$ cat config.mk
export PLATFORM = sky130hd
export DESIGN_NAME = rca_result_writeback_flat
export DESIGN_NICKNAME = d
export VERILOG_FILES = /design/src/rtl/rca_wb_if.sv /design/src/rtl/rca_result_writeback.sv /design/src/flat_wrapper.sv
export SDC_FILE = /design/constraint.sdc
export NUM_CORES = 1
export LEC_CHECK = 0
export ABC_AREA = 1
export CORE_MARGIN = 3
export CORE_UTILIZATION = 40
export DETAILED_ROUTE_END_ITERATION = 7
export DONT_BUFFER_PORTS = 1
export GPL_ROUTABILITY_DRIVEN = 1
export PLACE_DENSITY = 0.52
export SLEW_MARGIN = 10
export SYNTH_ARGS = -nofsm -noshare
export SYNTH_HDL_FRONTEND = slang
export SYNTH_SLANG_ARGS = --single-unit
$ cat constraint.sdc
create_clock -name clk -period 11.5 [get_ports clk]
set_input_delay 1.725 -clock clk [delete_from_list [all_inputs] [get_ports clk]]
set_output_delay 1.725 -clock clk [all_outputs]
set_load 0.005 [all_outputs]
$ cat src/rtl/rca_wb_if.sv
// Writeback bundle input, shared register-file write port, retire indication and
// status flags of the RCA result writeback stage.
interface rca_wb_if #(
  parameter int NUM_RESULTS = 5,
  parameter int XLEN        = 32,
  parameter int ID_W        = 3
);
  logic                        in_done;
  logic [ID_W-1:0]             in_id;
  logic [NUM_RESULTS*XLEN-1:0] in_rd;
  logic [NUM_RESULTS*5-1:0]    in_dest_addrs;
  logic                        in_ready;
  logic                        rf_grant;
  logic                        rf_we;
  logic [4:0]                  rf_addr;
  logic [XLEN-1:0]             rf_data;
  logic                        retire_valid;
  logic [ID_W-1:0]             retire_id;
  logic                        busy;
  logic                        overflow;

  modport master (
    output in_done, in_id, in_rd, in_dest_addrs, rf_grant,
    input  in_ready, rf_we, rf_addr, rf_data, retire_valid, retire_id, busy, overflow
  );

  modport slave (
    input  in_done, in_id, in_rd, in_dest_addrs, rf_grant,
    output in_ready, rf_we, rf_addr, rf_data, retire_valid, retire_id, busy, overflow
  );
endinterface

$ cat src/rtl/rca_result_writeback.sv
// Buffers RCA multi-result bundles and drains them one result per cycle onto the
// shared register-file write port, then retires the bundle id.
module rca_result_writeback #(
  parameter int NUM_RESULTS = 5,
  parameter int XLEN        = 32,
  parameter int ID_W        = 3,
  parameter int DEPTH       = 2
) (
  input logic    clk,
  input logic    rst,
  rca_wb_if.slave wb
);
  localparam int PTR_W = (DEPTH > 1) ? $clog2(DEPTH) : 1;
  localparam int CNT_W = $clog2(DEPTH + 1);
  localparam int IDX_W = (NUM_RESULTS > 1) ? $clog2(NUM_RESULTS) : 1;
  localparam logic [CNT_W-1:0] DEPTH_C  = CNT_W'(DEPTH);
  localparam logic [IDX_W-1:0] IDX_LAST = IDX_W'(NUM_RESULTS - 1);

  typedef enum logic [1:0] {IDLE, WRITE, RETIRE} state_e;

  state_e           state_q, state_d;
  logic [IDX_W-1:0] idx_q, idx_d;
  logic [CNT_W-1:0] count_q;
  logic [PTR_W-1:0] wr_ptr_q, rd_ptr_q;
  logic             overflow_q;

  logic [ID_W-1:0]             id_mem   [DEPTH];
  logic [NUM_RESULTS*XLEN-1:0] rd_mem   [DEPTH];
  logic [NUM_RESULTS*5-1:0]    addr_mem [DEPTH];

  logic            in_ready, push, pop;
  logic [4:0]      head_addr;
  logic [XLEN-1:0] head_data;
  logic            rf_we, retire_valid;
  logic [4:0]      rf_addr;
  logic [XLEN-1:0] rf_data;
  logic [ID_W-1:0] retire_id;

  // Readiness looks at the registered count only, so a pop never frees a slot
  // for a push in the same cycle.
  assign in_ready  = (count_q < DEPTH_C);
  assign push      = wb.in_done && in_ready;
  assign pop       = (state_q == RETIRE);
  assign head_addr = addr_mem[rd_ptr_q][idx_q*5 +: 5];
  assign head_data = rd_mem[rd_ptr_q][idx_q*XLEN +: XLEN];

  // Control state: FIFO pointers/count, drain FSM, sticky overflow
  always_ff @(posedge clk) begin
    if (rst) begin
      state_q    <= IDLE;
      idx_q      <= '0;
      count_q    <= '0;
      wr_ptr_q   <= '0;
      rd_ptr_q   <= '0;
      overflow_q <= 1'b0;
    end else begin
      state_q <= state_d;
      idx_q   <= idx_d;
      if (push) wr_ptr_q <= wr_ptr_q + PTR_W'(1);
      if (pop)  rd_ptr_q <= rd_ptr_q + PTR_W'(1);
      if (push && !pop)      count_q <= count_q + CNT_W'(1);
      else if (pop && !push) count_q <= count_q - CNT_W'(1);
      if (wb.in_done && !in_ready) overflow_q <= 1'b1;
    end
  end

  // Bundle storage carries no reset; validity is tracked by the count alone
  always_ff @(posedge clk) begin
    if (push) begin
      id_mem[wr_ptr_q]   <= wb.in_id;
      rd_mem[wr_ptr_q]   <= wb.in_rd;
      addr_mem[wr_ptr_q] <= wb.in_dest_addrs;
    end
  end

  // Drain FSM: next state and write-port / retire outputs
  always_comb begin
    state_d      = state_q;
    idx_d        = idx_q;
    rf_we        = 1'b0;
    rf_addr      = '0;
    rf_data      = '0;
    retire_valid = 1'b0;
    retire_id    = '0;
    case (state_q)
      IDLE: begin
        if (count_q != '0) begin
          state_d = WRITE;
          idx_d   = '0;
        end
      end
      WRITE: begin
        rf_addr = head_addr;
        rf_data = head_data;
        rf_we   = (head_addr != 5'd0);
        // x0 results burn a cycle without needing the port
        if (wb.rf_grant || (head_addr == 5'd0)) begin
          if (idx_q == IDX_LAST) state_d = RETIRE;
          else                   idx_d   = idx_q + IDX_W'(1);
        end
      end
      RETIRE: begin
        retire_valid = 1'b1;
        retire_id    = id_mem[rd_ptr_q];
        state_d      = IDLE;
      end
      default: state_d = IDLE;
    endcase
  end

  assign wb.in_ready     = in_ready;
  assign wb.rf_we        = rf_we;
  assign wb.rf_addr      = rf_addr;
  assign wb.rf_data      = rf_data;
  assign wb.retire_valid = retire_valid;
  assign wb.retire_id    = retire_id;
  assign wb.busy         = (count_q != '0) || (state_q != IDLE);
  assign wb.overflow     = overflow_q;
endmodule

$ cat src/flat_wrapper.sv
// flat-port wrapper written by rule: the top's interface ports become plain ports
module rca_result_writeback_flat 
#(
  parameter int NUM_RESULTS = 5,
  parameter int XLEN        = 32,
  parameter int ID_W        = 3,
  parameter int DEPTH       = 2
)
  (clk, rst, wb_in_done, wb_in_id, wb_in_rd, wb_in_dest_addrs, wb_rf_grant, wb_in_ready, wb_rf_we, wb_rf_addr, wb_rf_data, wb_retire_valid, wb_retire_id, wb_busy, wb_overflow);
  rca_wb_if #(.NUM_RESULTS(NUM_RESULTS), .XLEN(XLEN), .ID_W(ID_W)) wb_i ();
  input logic clk;
  input logic rst;
  input wire logic [$bits(wb_i.in_done)-1:0] wb_in_done;
  input wire logic [$bits(wb_i.in_id)-1:0] wb_in_id;
  input wire logic [$bits(wb_i.in_rd)-1:0] wb_in_rd;
  input wire logic [$bits(wb_i.in_dest_addrs)-1:0] wb_in_dest_addrs;
  input wire logic [$bits(wb_i.rf_grant)-1:0] wb_rf_grant;
  output wire logic [$bits(wb_i.in_ready)-1:0] wb_in_ready;
  output wire logic [$bits(wb_i.rf_we)-1:0] wb_rf_we;
  output wire logic [$bits(wb_i.rf_addr)-1:0] wb_rf_addr;
  output wire logic [$bits(wb_i.rf_data)-1:0] wb_rf_data;
  output wire logic [$bits(wb_i.retire_valid)-1:0] wb_retire_valid;
  output wire logic [$bits(wb_i.retire_id)-1:0] wb_retire_id;
  output wire logic [$bits(wb_i.busy)-1:0] wb_busy;
  output wire logic [$bits(wb_i.overflow)-1:0] wb_overflow;
  assign wb_i.in_done = wb_in_done;
  assign wb_i.in_id = wb_in_id;
  assign wb_i.in_rd = wb_in_rd;
  assign wb_i.in_dest_addrs = wb_in_dest_addrs;
  assign wb_i.rf_grant = wb_rf_grant;
  assign wb_in_ready = wb_i.in_ready;
  assign wb_rf_we = wb_i.rf_we;
  assign wb_rf_addr = wb_i.rf_addr;
  assign wb_rf_data = wb_i.rf_data;
  assign wb_retire_valid = wb_i.retire_valid;
  assign wb_retire_id = wb_i.retire_id;
  assign wb_busy = wb_i.busy;
  assign wb_overflow = wb_i.overflow;
  rca_result_writeback #(.NUM_RESULTS(NUM_RESULTS), .XLEN(XLEN), .ID_W(ID_W), .DEPTH(DEPTH)) u_core (.clk(clk), .rst(rst), .wb(wb_i));
endmodule
==> run metrics <==
run status=finished, final reports clean; Worst-path clk slew=0.06 ns; Hold Crit Class=reg -> reg; crit path kind=reg -> out; Peak VDD IR=127 uV; P_sw=0.972 mW; first-pass GRT wire length=61900 um; Final Skew=0.0174 ns; share of cells above drive strength 1=0.0704; final hold vios=0; Final Net Count=1359; Final Wtd Congestion=0.751; Skew-Pair Late Insertion Delay=0.56 ns; FMAX=183 MHz; post-synthesis cell area=15300 um2; reg-to-reg endpoint=u_core.idx_q[2]$_SDFFE_PP0P_; Buffers on Ports=0; aggregate negative setup slack=0 ns; all-layer global routing usage=0.207; Seq pwr share=0.480; Post-Synth Simple-Gate Area=0.111; Crit. End Element=output pin; flop-to-flop setup slack=8.09 ns; CTS resizes=0; number of global-route vias before repair=9020; clk sinks=387; final setup fails=0; Worst Path Buf+Inv=2; R2R depth=15; sequential element share of the synthesized area=0.751; CP peak stage delay=0.92 ns; CTS tree=done; post-CTS setup buffer count=0; die width=202 um; post-synthesis cell count=1185; clock tree buffer depth=3; switching share of power=0.274; syn avg cell area=12.9 um2; global route overflow=0; pre-CTS setup slack=6.56 ns; Worst Path Arrival=3.75 ns; Int Pwr=2.58 mW; htree depth=2; mux contribution to synthesized area=0; P&R area growth vs syn=11.4%; power share of the combinational group=0.159; Syn. warnings=0; crit path max fanout=100; drt pass-1 iters=5; die area=40700 um2; wire per inst=24.6 um; DRT antenna net count=0; Final WS setup=6.03 ns; Distinct cells, synth=27; Worst setup endpoint=wb_rf_data[0]; relative slew slack=0.0540; Max Transition Viols Final=0; slowest cell on the critical path=buf_4; largest net degree at the start of global routing=171; Final Cell Area=17100 um2; Starting Density=0.406; Critical Path Stages=6; Post-DP Area=15700 um2; max_cap viols=0; Die Height=202 um; cts bufs inserted=42; # DRC=0; Top Family by Delay on Critical Path=buffers and inverters; DRT iter0 DRCs=547; initial antenna violation count=13; syn nets=1380; xor-xnor portion of the synthesized cell area=0; Synth Register Bits=387; Period minus WS final=5.47 ns; pwr dens=208 nW/um2; Worst-Margin Slew=1.42 ns; CTS Hold Bufs=0; Vias=9134; Worst setup SP type=flop; Clk pwr share=0.361; DP Wirelength=25800 um; Synth Area in Adders=0.00245; core area=37800 um2; Root Driver=clkbuf_16; worst path cell trace=inv_6 > buf_4 > o21ai_0 > o221ai_1 > nand3_1 > a21oi_1; overall power=3.55 mW; Final Cycle Share=0.476; Synth Area in Compound Gates=0.101; Required @ worst endpoint=9.78 ns; RSZ-0062 raised after global routing=false; Row Count=71; main combinational cell family by area after synthesis=simple AND/OR/NAND/NOR gates; Pleak=5.80 nW; fin util=0.452; io pins=237; DR vias/cell=5.30; drt total wl=42400 um
-- worst min path at each step --
stage	start	to	slack (ns)	cells after the start
global route	u_core.rd_ptr_q$_SDFFE_PP0P_	flop	0.49	2
floorplan	u_core.rd_ptr_q$_SDFFE_PP0P_	flop	0.45	2
CTS	u_core.rd_ptr_q$_SDFFE_PP0P_	flop	0.47	2
finish	u_core.rd_ptr_q$_SDFFE_PP0P_	flop	0.47	2
global placement	u_core.rd_ptr_q$_SDFFE_PP0P_	flop	0.45	2
detailed placement	u_core.rd_ptr_q$_SDFFE_PP0P_	flop	0.46	2
-- Yosys cell counts --
cell,n,area share
inv_6,1,0.00057
buf_6,7,0.0051
clkbuf_1,44,0.011
o221ai_1,51,0.029
buf_4,5,0.0024
inv_2,2,0.00049
nand2_1,218,0.053
nand3_4,2,0.0023
nand3_1,40,0.013
o22ai_1,13,0.0053
nand4_1,4,0.0016
ha_1,3,0.0024
nor3_2,1,0.00065
inv_1,35,0.0086
o211ai_1,14,0.0069
o21ai_1,9,0.0029
buf_2,17,0.0056
nor3_1,2,0.00065
o21ai_0,128,0.042
dfxtp_1,11,0.014
nor2_1,147,0.036
nand3_2,4,0.0026
buf_1,3,0.00073
clkinv_1,1,0.00024
nor2_2,1,0.00041
a21oi_1,46,0.015
edfxtp_1,376,0.74
-- layout by cell type (no fill, tap or decap), types with 3 or more instances in the layout --
| cell type | n |
|---|---|
| o21ai_1 | 9 |
| edfxtp_1 | 376 |
| nand3_1 | 40 |
| dfxtp_1 | 8 |
| clkinv_1 | 11 |
| clkbuf_8 | 5 |
| o22ai_1 | 13 |
| nand2_1 | 218 |
| buf_4 | 9 |
| clkbuf_1 | 8 |
| clkbuf_16 | 43 |
| a21oi_1 | 46 |
| o211ai_1 | 14 |
| inv_2 | 4 |
| o221ai_1 | 51 |
| clkinv_2 | 4 |
| diode_2 | 18 |
| nor2_1 | 145 |
| o21ai_0 | 128 |
| nand4_1 | 4 |
| ha_1 | 3 |
| inv_1 | 33 |
| nand3_2 | 4 |
-- power by group through the flow --
stage | clock network [mW] | registers (mW) | logic, mW
3_3_place_gp | 0 | 1.73 | 0.574
3_5_place_dp | 0 | 1.73 | 0.579
6_report | 1.28 | 1.70 | 0.564
5_1_grt | 1.37 | 1.71 | 0.631
2_1_floorplan | 0 | 1.76 | 0.375
4_1_cts | 1.32 | 1.70 | 0.580
-- stage by stage --
stage	cells	hold WS (ns)
after global routing	1716	0.490
final	1722	0.466
after detailed placement	1631	0.458
after CTS	1704	0.468
after floorplan	1185	0.447
after global placement	1631	0.450
-- logic make-up (layout without fill, tap and decap cells) --
group,after synthesis,count (layout)
AO/OA/AOI/OAI,261,261
adder cells (fa/ha/maj),3,3
other,0,18
AND/OR/NAND/NOR,419,419
flip-flops,387,387
buffers and inverters,115,123
-- worst reg2reg max path, stage by stage (launching register included) --
cell and delay (ns):
dfxtp_4 0.57, inv_6 0.65, buf_4 0.94, nand2_1 0.14, nand2_1 0.13, nand2_1 0.06, nand3_1 0.10, nand3_2 0.08
nand2_1 0.09, nor2_1 0.05, nand3_2 0.11, nand3_4 0.12, nand3_4 0.11, nand2_1 0.06, inv_1 0.07, nor2_1 0.04
-- metal layers --
layer / share of wire / track usage
met1: 0.39 / 0.248
met2: 0.49 / 0.336
met4: 0.026 / 0.0758
met3: 0.093 / 0.0859
met5: 0.0016 / 0
-- cell type report --
type                       count  area, um2
fill                        3377      20700
sequential                   387      11500
multi-input combinational    683       3300
clock buffer                  56       1170
tap                          511        639
inverter                      39        151
clock inverter                17        126
timing repair buffer          11        108
antenna                       18       45.0
-- flip-flops by register name (all words and copies together) (netlist names), named ones only --
register / count
u_core.id_mem: 6
u_core.rd_mem: 320
u_core.rd_ptr_q: 1
u_core.idx_q: 3
u_core.wb.overflow: 1
u_core.state_q: 2
u_core.wr_ptr_q: 1
u_core.addr_mem: 50
u_core.count_q: 2
Note: power is estimated with default switching activity, not from simulation.
